==> config.mk <==
export PLATFORM = sky130hd
export DESIGN_NAME = fish_school
export DESIGN_NICKNAME = d
export VERILOG_FILES = /design/src/rtl/fish_school.sv
export SDC_FILE = /design/constraint.sdc
export NUM_CORES = 1
export LEC_CHECK = 0
export CORE_ASPECT_RATIO = 0.8
export CORE_MARGIN = 2
export CORE_UTILIZATION = 50
export CTS_BUF_LIST = sky130_fd_sc_hd__clkbuf_4
export CTS_CLUSTER_DIAMETER = 120
export DETAILED_ROUTE_END_ITERATION = 8
export GPL_ROUTABILITY_DRIVEN = 1
export PLACE_DENSITY = 0.74
export SLEW_MARGIN = 30
export SYNTH_ARGS = -nofsm -noshare
export SYNTH_HDL_FRONTEND = slang
export SYNTH_SLANG_ARGS = --single-unit
==> constraint.sdc <==
create_clock -name clk -period 4.3 [get_ports clk]
set_input_delay 1.075 -clock clk [delete_from_list [all_inputs] [get_ports clk]]
set_output_delay 1.075 -clock clk [all_outputs]
set_load 0.02 [all_outputs]
==> src/rtl/fish_school.sv <==
// fish_school: per-frame motion controller for the aquarium fish sprites.
// Holds position and speed for NUM_FISH fish. Each accepted frame tick starts
// one sweep that updates one fish per cycle, in index order. A fish that would
// step past the left edge respawns at the right edge, with its height and
// speed drawn from a 16-bit LFSR.
module fish_school #(
    parameter int unsigned NUM_FISH  = 4,
    parameter int unsigned SCREEN_W  = 640,
    parameter int unsigned SCREEN_H  = 480,
    parameter int unsigned FISH_H    = 5,
    parameter logic [15:0] LFSR_SEED = 16'hACE1
) (
    input  logic                     clk,
    input  logic                     rst_n,
    input  logic                     frame_tick,
    input  logic                     freeze,
    output logic [NUM_FISH*10-1:0]   fish_x,
    output logic [NUM_FISH*10-1:0]   fish_y,
    output logic                     busy,
    output logic                     overrun,
    output logic [7:0]               frame_count
);

    localparam int unsigned IDXW = (NUM_FISH > 1) ? $clog2(NUM_FISH) : 1;
    localparam logic [8:0]  SPAN = 9'(SCREEN_H - FISH_H);

    typedef enum logic {
        IDLE,
        UPDATE
    } state_t;

    state_t          state, state_next;
    logic [IDXW-1:0] idx;
    logic [9:0]      x   [NUM_FISH];
    logic [9:0]      y   [NUM_FISH];
    logic [2:0]      spd [NUM_FISH];
    logic [15:0]     lfsr;

    logic            start;
    logic            move;
    logic [9:0]      cur_x;
    logic [2:0]      cur_spd;
    logic [8:0]      spawn_y;
    logic [9:0]      new_x;
    logic [9:0]      new_y;
    logic [2:0]      new_spd;
    logic [15:0]     lfsr_next;

    // Next-state logic: accept a tick in IDLE unless frozen; leave UPDATE after the last fish
    always_comb begin
        state_next = state;
        start      = 1'b0;
        case (state)
            IDLE: begin
                if (frame_tick && !freeze) begin
                    state_next = UPDATE;
                    start      = 1'b1;
                end
            end
            UPDATE: begin
                if (idx == IDXW'(NUM_FISH - 1))
                    state_next = IDLE;
            end
            default: state_next = IDLE;
        endcase
    end

    // Update of the fish selected by idx: step left, or respawn from the LFSR
    always_comb begin
        cur_x     = x[idx];
        cur_spd   = spd[idx];
        move      = cur_x > {7'd0, cur_spd};
        spawn_y   = (lfsr[8:0] >= SPAN) ? (lfsr[8:0] - SPAN) : lfsr[8:0];
        new_x     = move ? (cur_x - {7'd0, cur_spd}) : 10'(SCREEN_W);
        new_y     = move ? y[idx] : {1'b0, spawn_y};
        new_spd   = move ? cur_spd : (3'd1 + {1'b0, lfsr[11:10]});
        lfsr_next = move ? lfsr
                         : {lfsr[14:0], lfsr[15] ^ lfsr[13] ^ lfsr[12] ^ lfsr[10]};
    end

    // State register, fish table, LFSR and status counters
    always_ff @(posedge clk) begin
        if (!rst_n) begin
            state       <= IDLE;
            idx         <= '0;
            lfsr        <= LFSR_SEED;
            overrun     <= 1'b0;
            frame_count <= '0;
            for (int unsigned i = 0; i < NUM_FISH; i++) begin
                x[i]   <= 10'(SCREEN_W - 160 * i);
                y[i]   <= 10'(60 + 100 * i);
                spd[i] <= 3'((i % 4) + 1);
            end
        end else begin
            state <= state_next;
            if (start) begin
                idx         <= '0;
                frame_count <= frame_count + 8'd1;
            end
            if (state == UPDATE) begin
                x[idx]   <= new_x;
                y[idx]   <= new_y;
                spd[idx] <= new_spd;
                lfsr     <= lfsr_next;
                idx      <= idx + 1'b1;
                if (frame_tick)
                    overrun <= 1'b1;
            end
        end
    end

    // Pack the fish table onto the renderer buses
    always_comb begin
        fish_x = '0;
        fish_y = '0;
        for (int unsigned i = 0; i < NUM_FISH; i++) begin
            fish_x[10*i +: 10] = x[i];
            fish_y[10*i +: 10] = y[i];
        end
    end

    assign busy = (state == UPDATE);

endmodule

==> metrics.txt <==
Area Growth Syn to Fin 24.1%; ant diodes 0; Die H roughly 96 µm; num rows 33; Critical Path RT ~4.6 ns; first-pass GRT wire length 19.0 mm; residual DRC count 0; fmax between 0.2 and 0.3 GHz; core box area 0.0103 mm²; vias in the first global route between 3,000 and 4,000; cell area after placement approximately 0.0063 mm²; complex-gate fraction of the synthesized area 4.86%; vias slightly below 4,000; Tmin final 3.60 ns; Crit. End Element register; CP Max Fanout 20; Top FF cell, synth edfxtp_1; Die Area approximately 0.012 mm²; Tightest Pin Transition around 0.75 ns; Startpoint Class register; Setup Skew around 0.022 ns; chip width about 120 µm; Synth Area in XOR/XNOR between 3 and 4%; post-route cell area 0.00662 mm²; H-Tree Depth 4; Synth Area per Inst about 12 µm²; largest net degree at the start of global routing 44; Crit Reg-Reg Endpoint y[3][5]; Worst Path Buf+Inv 5; Worst R2R Setup Slack ~0.70 ns; layout cells sized above 1 a little over a tenth; CP Class reg -> reg; final setup TNS 0 ns; worst-path cell chain mux4_1, inv_1, ha_1, inv_1, fa_1, a21o_1, a211oi_2, buf_4, nand3_1, buf_4, o21ai_0, buf_4; endpoints failing setup 0; initial DRC count 266; family with the most delay on the worst path buffers and inverters; Initial Util approximately half; crit path to y[3][5]; RSZ-0062 raised after global routing false; Ports 94; most used cell, CP buf_4; routability cong. between 0.9 and 1; Final #Nets approximately 540; final wirelength approximately 12 mm; Final HPWL DP 8.64 mm; post-CTS repair timing setup buffer count 0; multiplexer share of the synthesized area slightly below 8%; largest family of logic cells by synthesized area simple AND/OR/NAND/NOR gates; fin crit share 83.8%; Ys Warns 0; GRT overflow 0; post-synthesis sequential area ratio between 60% and 70%; clk slew on worst S/H paths between 0.1 and 0.15 ns; synthesized area 0.00533 mm²; Critical-path top delay cell dfxtp_1; count of cells resized by post-cts repair 0; Netlist cell types 48; status finished clean; DR WL/cell around 18 µm; EDFF count, synth between 80 and 90; drt first pass iters 5; CTS Sinks 118; Clk Latency, worst-skew pair ~0.53 ns; reg2reg path depth 12; VDD IR max around 0.00017 V; fin. max-slew vios 0; CTS tree done; hold_buf cts 0; drt via density approximately 5.7; post-synthesis simple-gate area fraction between 15 and 20%; WP data arrival around 3.9 ns; FILL cells roughly 810; Routed Antenna Nets 0; worst hold path type reg -> reg; initial antenna violation count 0; Async S/R FF share, synth 0%; Buffers on Ports ~90; Pwr Density roughly 350 mW/mm²; GRT Total Usage around 22%; post-synthesis adder-cell area fraction about 2%; slowest cell delay on critical path roughly 0.63 ns; final hold vios 0; Levels on crit path 12; flops & latches, synth around 120; Max Cap Viol 0; clk buf depth 2; headroom to the max-slew limit approximately half; static leakage about 0.0024 µW; TritonCTS Buffers 17; clock root cell clkbuf_4; Synth Instances between 400 and 500
## metrics by stage
| stage | power, µW | worst slack, ns | utilization (%) | instances | hold WS [ns] |
|---|---|---|---|---|---|
| final | 2330 | 0.697 | 64.1 | 685 | 0.459 |
| after global routing | 2410 | 0.426 | 64.1 | 685 | 0.504 |
| after CTS | 2340 | 0.687 | 64.1 | 685 | 0.462 |
| after detailed placement | 1560 | 0.681 | 61.4 | 653 | 0.444 |
| after global placement | 1560 | 0.745 | 61.4 | 653 | 0.438 |
| after floorplan | 1470 | 0.648 | - | 442 | 0.430 |
## flip-flops by register name, summed over array words and instances (netlist names), named ones only
| register | count |
|---|---|
| frame_count | 8 |
| spd | 12 |
| y | 36 |
| overrun | 1 |
| idx | 2 |
| lfsr | 16 |
| busy | 1 |
| x | 40 |
## layout make-up
class | count | area, µm² | area share, %
Multi-Input combinational cell | 287 | 1920 | 29.0
Sequential cell | 118 | 3240 | 49.0
Clock inverter | 15 | 153 | 2.31
Tap cell | 140 | 175 | 2.65
Timing Repair Buffer | 99 | 966 | 14.6
Inverter | 9 | 33.8 | 0.510
Clock buffer | 17 | 128 | 1.93
## worst min path at each step
stage          startpoint       end  slack (ns)  depth (start not counted)
3_3_place_gp     lfsr[14]  lfsr[14]        0.44                          2
6_report         lfsr[14]  lfsr[14]        0.46                          2
5_1_grt          lfsr[14]  lfsr[14]        0.50                          2
2_1_floorplan    lfsr[14]  lfsr[14]        0.43                          2
4_1_cts          lfsr[14]  lfsr[14]        0.46                          2
3_5_place_dp     lfsr[14]  lfsr[14]        0.44                          2
## where the power goes
group,total (µW),internal [µW],switching (µW)
registers,1270,1250,22.0
clock network,796,345,451
logic,263,105,157
total,2330,1700,630
## synthesized netlist by cell type, drive strengths merged (2+ instances only)
library cell	instances	area, µm²
a21o	3	22.5
inv	9	33.8
mux2i	8	91.3
ha	7	87.6
nand3	31	170
nand2	50	188
nor2b	5	31.3
nor3	14	75.1
o211ai	4	30.0
and4	2	17.5
or3	3	23.8
a31oi	5	31.3
nand4	7	43.8
xor2	4	35.0
o21ai	19	95.1
and2	11	68.8
edfxtp	88	2640
o21a	3	22.5
dfxtp	30	601
a21oi	6	30.0
nor4	4	46.3
xnor2	15	131
and3	9	56.3
clkbuf	15	56.3
nor2	50	188
buf	13	88.8
mux4	13	327
nor3b	2	15.0
## per-layer routing
layer	vias to the layer above	share of wire [%]	GRT usage, %
met2	207	45	33.7
met1	1863	44	31.3
met3	22	9.5	5.99
li1	1789	-	-
met4	0	1.5	7.65
met5	-	0	0
## cells by family after synthesis
| group | count (synthesis) |
|---|---|
| flip-flops | 118 |
| buffers and inverters | 37 |
| AND/OR/NAND/NOR | 192 |
| AO/OA/AOI/OAI | 43 |
| adder cells (fa/ha/maj) | 8 |
| multiplexers | 21 |
| XOR/XNOR | 19 |
| other | 1 |
## worst reg2reg max path, cell delays in order (launching register included)
cell and delay, ns:
dfxtp_1 0.63, mux4_1 0.63, inv_1 0.08, ha_1 0.17, inv_1 0.06, fa_1 0.39
a21o_1 0.25, a211oi_2 0.19, buf_4 0.22, nand3_1 0.09, buf_4 0.24, o21ai_0 0.20
buf_4 0.20
## layout by cell type (no fill, tap or decap), types with 4 or more instances in the layout
master           synthesis  layout
nand4_1                  7       7
clkdlybuf4s50_1          0      89
nor2_1                  50      50
buf_4                    5      10
nand2_1                 50      50
mux2i_1                  5       5
o21ai_0                 17      17
clkinvlp_4               0       5
clkbuf_4                 0      17
xnor2_1                 15      15
dfxtp_1                 30      30
edfxtp_1                88      88
a31oi_1                  5       5
and2_1                  11      11
mux4_2                   4       4
ha_1                     7       7
nand3_1                 28      28
clkinv_2                 0       4
conb_1                   1       4
and3_1                   9       9
inv_1                    9       9
nor3_1                  13      13
mux4_1                   9       9
xor2_1                   4       4
a21oi_1                  6       6
nor2b_1                  5       5
o211ai_1                 4       4
Power figures use the tool's default switching activity.
